**src/rtl/vc_fifo.sv**
```systemverilog
// vc_fifo - per-lane virtual-channel FIFO feeding one router input port.
//
// The link side writes words on i_wr_data; any non-zero word is a push and
// the all-zero word means idle. The arbiter pops one word per cycle with
// i_pop. Read data is registered and forced to zero whenever no word is
// delivered, so downstream logic can treat zero as "nothing here".
// Bits [9:8] of the default 10-bit word are the destination field; the FIFO
// carries them untouched.
//
// Ports:
//   i_clk            single clock, rising edge
//   i_reset          synchronous active-high reset
//   i_wr_data        write word (non-zero = push request)
//   i_pop            pop request from the arbiter
//   i_umbral_alto    almost-full threshold  (o_almost_full  = count >= it)
//   i_umbral_bajo    almost-empty threshold (o_almost_empty = count <= it)
//   o_rd_data        registered read word, zero when not valid
//   o_rd_valid       registered, one cycle per delivered word
//   o_full/o_empty   count == DEPTH / count == 0
//   o_almost_full/o_almost_empty  threshold decodes of the count register
//   o_error          registered overflow/underflow indication
//
// Build option:
//   VC_FIFO_ERR_STICKY_EN  defined   -> o_error is sticky until reset
//                          undefined -> o_error pulses one cycle per event

module vc_fifo #(
   parameter int DATA_W = 10,
   parameter int ADDR_W = 2
) (
   input  logic              i_clk,
   input  logic              i_reset,
   input  logic [DATA_W-1:0] i_wr_data,
   input  logic              i_pop,
   input  logic [ADDR_W:0]   i_umbral_alto,
   input  logic [ADDR_W:0]   i_umbral_bajo,
   output logic [DATA_W-1:0] o_rd_data,
   output logic              o_rd_valid,
   output logic              o_full,
   output logic              o_empty,
   output logic              o_almost_full,
   output logic              o_almost_empty,
   output logic              o_error
);

   localparam int              DEPTH   = 2**ADDR_W;
   localparam logic [ADDR_W:0] CNT_MAX = DEPTH;
   localparam logic [ADDR_W:0] CNT_ONE = 1;
   localparam logic [ADDR_W-1:0] PTR_ONE = 1;

   logic [DATA_W-1:0] r_mem [DEPTH];
   logic [ADDR_W-1:0] r_wr_ptr;
   logic [ADDR_W-1:0] r_rd_ptr;
   logic [ADDR_W:0]   r_count;
   logic [DATA_W-1:0] r_rd_data;
   logic              r_rd_valid;
   logic              r_error;

   logic w_full;
   logic w_empty;
   logic w_push_req;
   logic w_push_acc;
   logic w_pop_acc;
   logic w_overflow;
   logic w_underflow;

   assign w_full     = (r_count == CNT_MAX);
   assign w_empty    = (r_count == '0);
   assign w_push_req = |i_wr_data;
   // When full, a same-cycle pop frees the slot the push lands in.
   assign w_push_acc = w_push_req && (!w_full || i_pop);
   // No fall-through: a pop on empty is rejected even if a push arrives.
   assign w_pop_acc  = i_pop && !w_empty;
   assign w_overflow  = w_push_req && w_full && !i_pop;
   assign w_underflow = i_pop && w_empty;

   // Storage is not cleared by reset; reset only makes it unreachable.
   always_ff @(posedge i_clk) begin
      if (!i_reset && w_push_acc) begin
         r_mem[r_wr_ptr] <= i_wr_data;
      end
   end

   always_ff @(posedge i_clk) begin
      if (i_reset) begin
         r_wr_ptr   <= '0;
         r_rd_ptr   <= '0;
         r_count    <= '0;
         r_rd_data  <= '0;
         r_rd_valid <= 1'b0;
      end else begin
         if (w_push_acc) begin
            r_wr_ptr <= r_wr_ptr + PTR_ONE;
         end
         if (w_pop_acc) begin
            r_rd_data  <= r_mem[r_rd_ptr];
            r_rd_valid <= 1'b1;
            r_rd_ptr   <= r_rd_ptr + PTR_ONE;
         end else begin
            r_rd_data  <= '0;
            r_rd_valid <= 1'b0;
         end
         case ({w_push_acc, w_pop_acc})
            2'b10:   r_count <= r_count + CNT_ONE;
            2'b01:   r_count <= r_count - CNT_ONE;
            default: r_count <= r_count;
         endcase
      end
   end

   always_ff @(posedge i_clk) begin
      if (i_reset) begin
         r_error <= 1'b0;
      end else begin
`ifdef VC_FIFO_ERR_STICKY_EN
         if (w_overflow || w_underflow) begin
            r_error <= 1'b1;
         end
`else
         r_error <= w_overflow || w_underflow;
`endif
      end
   end

   assign o_rd_data      = r_rd_data;
   assign o_rd_valid     = r_rd_valid;
   assign o_error        = r_error;
   assign o_full         = w_full;
   assign o_empty        = w_empty;
   assign o_almost_full  = (r_count >= i_umbral_alto);
   assign o_almost_empty = (r_count <= i_umbral_bajo);

endmodule
```
**config.mk**
```make
export PLATFORM = sky130hd
export DESIGN_NAME = vc_fifo
export DESIGN_NICKNAME = d
export VERILOG_FILES = /design/src/rtl/vc_fifo.sv
export SDC_FILE = /design/constraint.sdc
export NUM_CORES = 1
export LEC_CHECK = 0
export BUFFER_PORTS_ARGS = -buffer_cell sky130_fd_sc_hd__buf_4
export CORE_MARGIN = 3
export CORE_UTILIZATION = 63
export CTS_BUF_LIST = sky130_fd_sc_hd__clkbuf_8
export CTS_CLUSTER_SIZE = 25
export DETAILED_ROUTE_END_ITERATION = 16
export PLACE_DENSITY = 0.87
export SLEW_MARGIN = 25
export SYNTH_ARGS = -nofsm -noshare
export SYNTH_HDL_FRONTEND = slang
export SYNTH_SLANG_ARGS = --single-unit
```
**constraint.sdc**
```tcl
create_clock -name i_clk -period 4.7 [get_ports i_clk]
set_input_delay 0.705 -clock i_clk [delete_from_list [all_inputs] [get_ports i_clk]]
set_output_delay 0.705 -clock i_clk [all_outputs]
set_load 0.02 [all_outputs]
```
==> summary.md <==
| Metric | Value |
|---|---|
| Synth cell types | `36` |
| H-tree levels | `3` |
| Main synth FF type | `edfxtp_1` |
| M1 GR Usage | `between 20% and 30%` |
| Register area share after synthesis | `63.7%` |
| Crit-path slowest cell | `dfxtp_1` |
| First-pass GRT wire length | `7160 um` |
| Largest area contributor in the netlist | `edfxtp_1` |
| #FFs+latches synth | `between 50 and 60` |
| Final period utilization | `between 50% and 60%` |
| Antenna violations before repair | `0` |
| Post-route setup slack | `roughly 2.1 ns` |
| Clock root cell | `clkbuf_8` |
| Critical Path Source | `r_count[0]$_SDFFE_PP0P_` |
| CP cell instances | `inv_1, ha_1, nand2b_1, a21o_1, a21o_1, buf_4` |
| Rows | `22` |
| Final Instance Area | `~0.0030 mm2` |
| Outcome | `completed` |
| Type of origin of the critical path | `flop` |
| Hold Startpoint | `r_wr_ptr[1]$_SDFFE_PP0P_` |
| Layout cells sized above 1 | `37.8%` |
| Setup violations, final | `0` |
| Cell with the most instances after synthesis | `edfxtp_1` |
| Vias in the first global route | `1398` |
| Wire per inst | `around 20 um` |
| First DRT Iteration DRCs | `90` |
| GRT Util Overall | `around 23%` |
| Relative slew slack | `about half` |
| Setup Fix Bufs, Post-CTS | `0` |
| Worst r2r src | `r_count[2]$_SDFFE_PP0P_` |
| Grt met2 use | `about two fifths` |
| Port-buffer cells | `34` |
| Sw Share | `between 20 and 30%` |
| Mapped Nets | `approximately 180` |
| Crit path arrival time | `roughly 1.9 ns` |
| Area after DPL | `about 0.0028 mm2` |
| Ant diodes | `0` |
| Drc violations | `0` |
| Synthesis warning total | `0` |
| Slowest stage delay, CP | `0.44 ns` |
| GR Overflow Total | `0` |
| Die height | `68.8 um` |
| Fraction of registers with async set/reset | `0%` |
| Die area | `~0.0047 mm2` |
| CTS buffer count | `9` |
| # Max-Cap Violations | `0` |
| Pwr Density | `506 mW/mm2` |
| Peak VDD IR | `about 370 uV` |
| Synth area leaders | `edfxtp_1, dfxtp_1, mux4_2` |
| Hold/Removal Path Class | `flop to flop` |
| Clock Skews | `about 0.0049 ns` |
| Met3 usage | `around 6.5%` |
| Synth Instances | `between 100 and 150` |
| Synth Cell Area | `0.00248 mm2` |
| Post-layout nets | `around 220` |
| Largest net degree at the start of global routing | `13` |
| Crit-path max FO | `6` |
| Via density | `approximately 5.6` |
| Sw power | `approximately 0.00044 W` |
| RSZ-0062 raised after global routing | `no` |
| Via count of the routed design | `approximately 1300` |
| DP HPWL | `between 3000 and 4000 um` |
| Most Crowded Layer GR | `met2` |
| Fin crit period | `around 2.6 ns` |
| Final GP Congestion | `a little under 0.7` |
| Post-CTS sizing | `0` |
| Final wirelength | `approximately 4700 um` |
| EDFF count, synth | `40` |
| Hold bufs inserted after CTS | `0` |
| Combinational share of power | `23.9%` |
| Core Footprint | `0.00372 mm2` |
| Required time of the critical path | `~4 ns` |
| Final Hold Viols | `0` |
| Worst setup path class | `flop to output port` |
| Die W | `approximately 70 um` |
| Worst-margin pin slew | `about 0.77 ns` |
| Mean post-synth cell area | `between 15 and 20 um2` |
| Clock Power Share | `a little under a third` |
| Max Freq | `382 MHz` |
| Worst skew pair latency | `~0.33 ns` |
| TritonCTS clock tree | `done` |
| Synth top area share | `about half` |
| Power Internal | `0.00106 W` |
| TritonRoute pass-1 iters | `4` |
| Final Util | `79.6%` |
| Crit path capture type | `output port` |
| Routed Antenna Nets | `0` |
| Top post-synthesis cells by count | `edfxtp_1, dfxtp_1, ha_1` |
| Area growth syn-to-layout | `19.2%` |
| Max Transition Viols Final | `0` |
| Clk pin slew, worst setup/hold paths | `0.07 ns` |
| Sequential share of power | `45.5%` |
| Setup TNS | `0 ns` |
| Num Clock Sinks | `59` |
| P_leak | `about 1.1 nW` |
| Most used cell, CP | `a21o_1` |
| Clock buffer depth | `2` |
| I/O Pins | `35` |
| Worst slack, placed | `just under 2 ns` |
| Initial Utilization | `66.8%` |
-- logic make-up after synthesis --
kind of cell / after synthesis / synth area share, %
xor gates and xnor gates: 5 / 1.76
buffers and inverters: 14 / 3.12
DFF: 59 / 63.7
adders and majority gates: 12 / 6.35
AOI/OAI and AO/OA: 10 / 3.07
and+or+nand+nor: 35 / 11.8
muxes: 12 / 10.2
-- cell type report --
cell class,count,area [um2]
inverter,10,37.5
sequential,59,1580
timing repair buffer,34,255
fill,216,758
clock buffer,9,124
multi-input combinational,74,823
clock inverter,7,76.3
tap,48,60.1
-- stage by stage --
step | power (W) | instances | hold WS (ns)
2_1_floorplan | 0.000940 | 147 | 0.518
3_3_place_gp | 0.00102 | 225 | 0.541
3_5_place_dp | 0.00105 | 225 | 0.565
4_1_cts | 0.00151 | 241 | 0.563
5_1_grt | 0.00157 | 241 | 0.570
6_report | 0.00150 | 241 | 0.580
-- power by group through the flow --
stage          Combinational (W)  Sequential (W)  Clock (W)
6_report                0.000358        0.000681   0.000459
5_1_grt                 0.000386        0.000692   0.000492
4_1_cts                 0.000361        0.000683   0.000467
3_5_place_dp            0.000357        0.000694          0
3_3_place_gp            0.000338        0.000685          0
2_1_floorplan           0.000262        0.000678          0
-- metal layers --
layer / routed length (um) / part of all wire, %
met1: 1760 / 37
met3: 248 / 5.3
met5: 0 / 0
met4: 95 / 2.0
met2: 2610 / 55
-- worst max-delay path, delay by kind of cell, from the launching register on --
family | cells | cell delay, ns
AOI/OAI and AO/OA | 2 | 0.34
adders and majority gates | 1 | 0.32
buffers and inverters | 2 | 0.31
DFF | 1 | 0.44
and+or+nand+nor | 1 | 0.17
-- path summary, 6_finish.rpt --
path	endpoint	slack [ns]	cells after the start
min	r_wr_ptr[1]$_SDFFE_PP0P_	0.58	2
min reg2reg	r_wr_ptr[1]$_SDFFE_PP0P_	0.58	2
max	o_almost_full	2.08	6
max reg2reg	r_count[2]$_SDFFE_PP0P_	2.30	8
-- registers in the layout (all words and copies together) (netlist names) --
register and flops:
r_mem 40, o_rd_data 10, r_count 3, r_rd_ptr 2
r_wr_ptr 2, o_error 1, o_rd_valid 1
-- cell usage in the layout (no fill, tap or decap), drive strengths merged, types with 2 or more instances in the layout --
cell type,count
o21ai,2
xor2,3
nor2,9
edfxtp,40
dfxtp,19
nor4,3
clkinv,2
a21o,2
inv,12
mux4,10
xnor2,2
mux2i,2
ha,11
a21oi,2
nor2b,11
clkinvlp,2
buf,34
nand2b,2
clkbuf,9
and2,4
(Power assumes the default switching activity.)
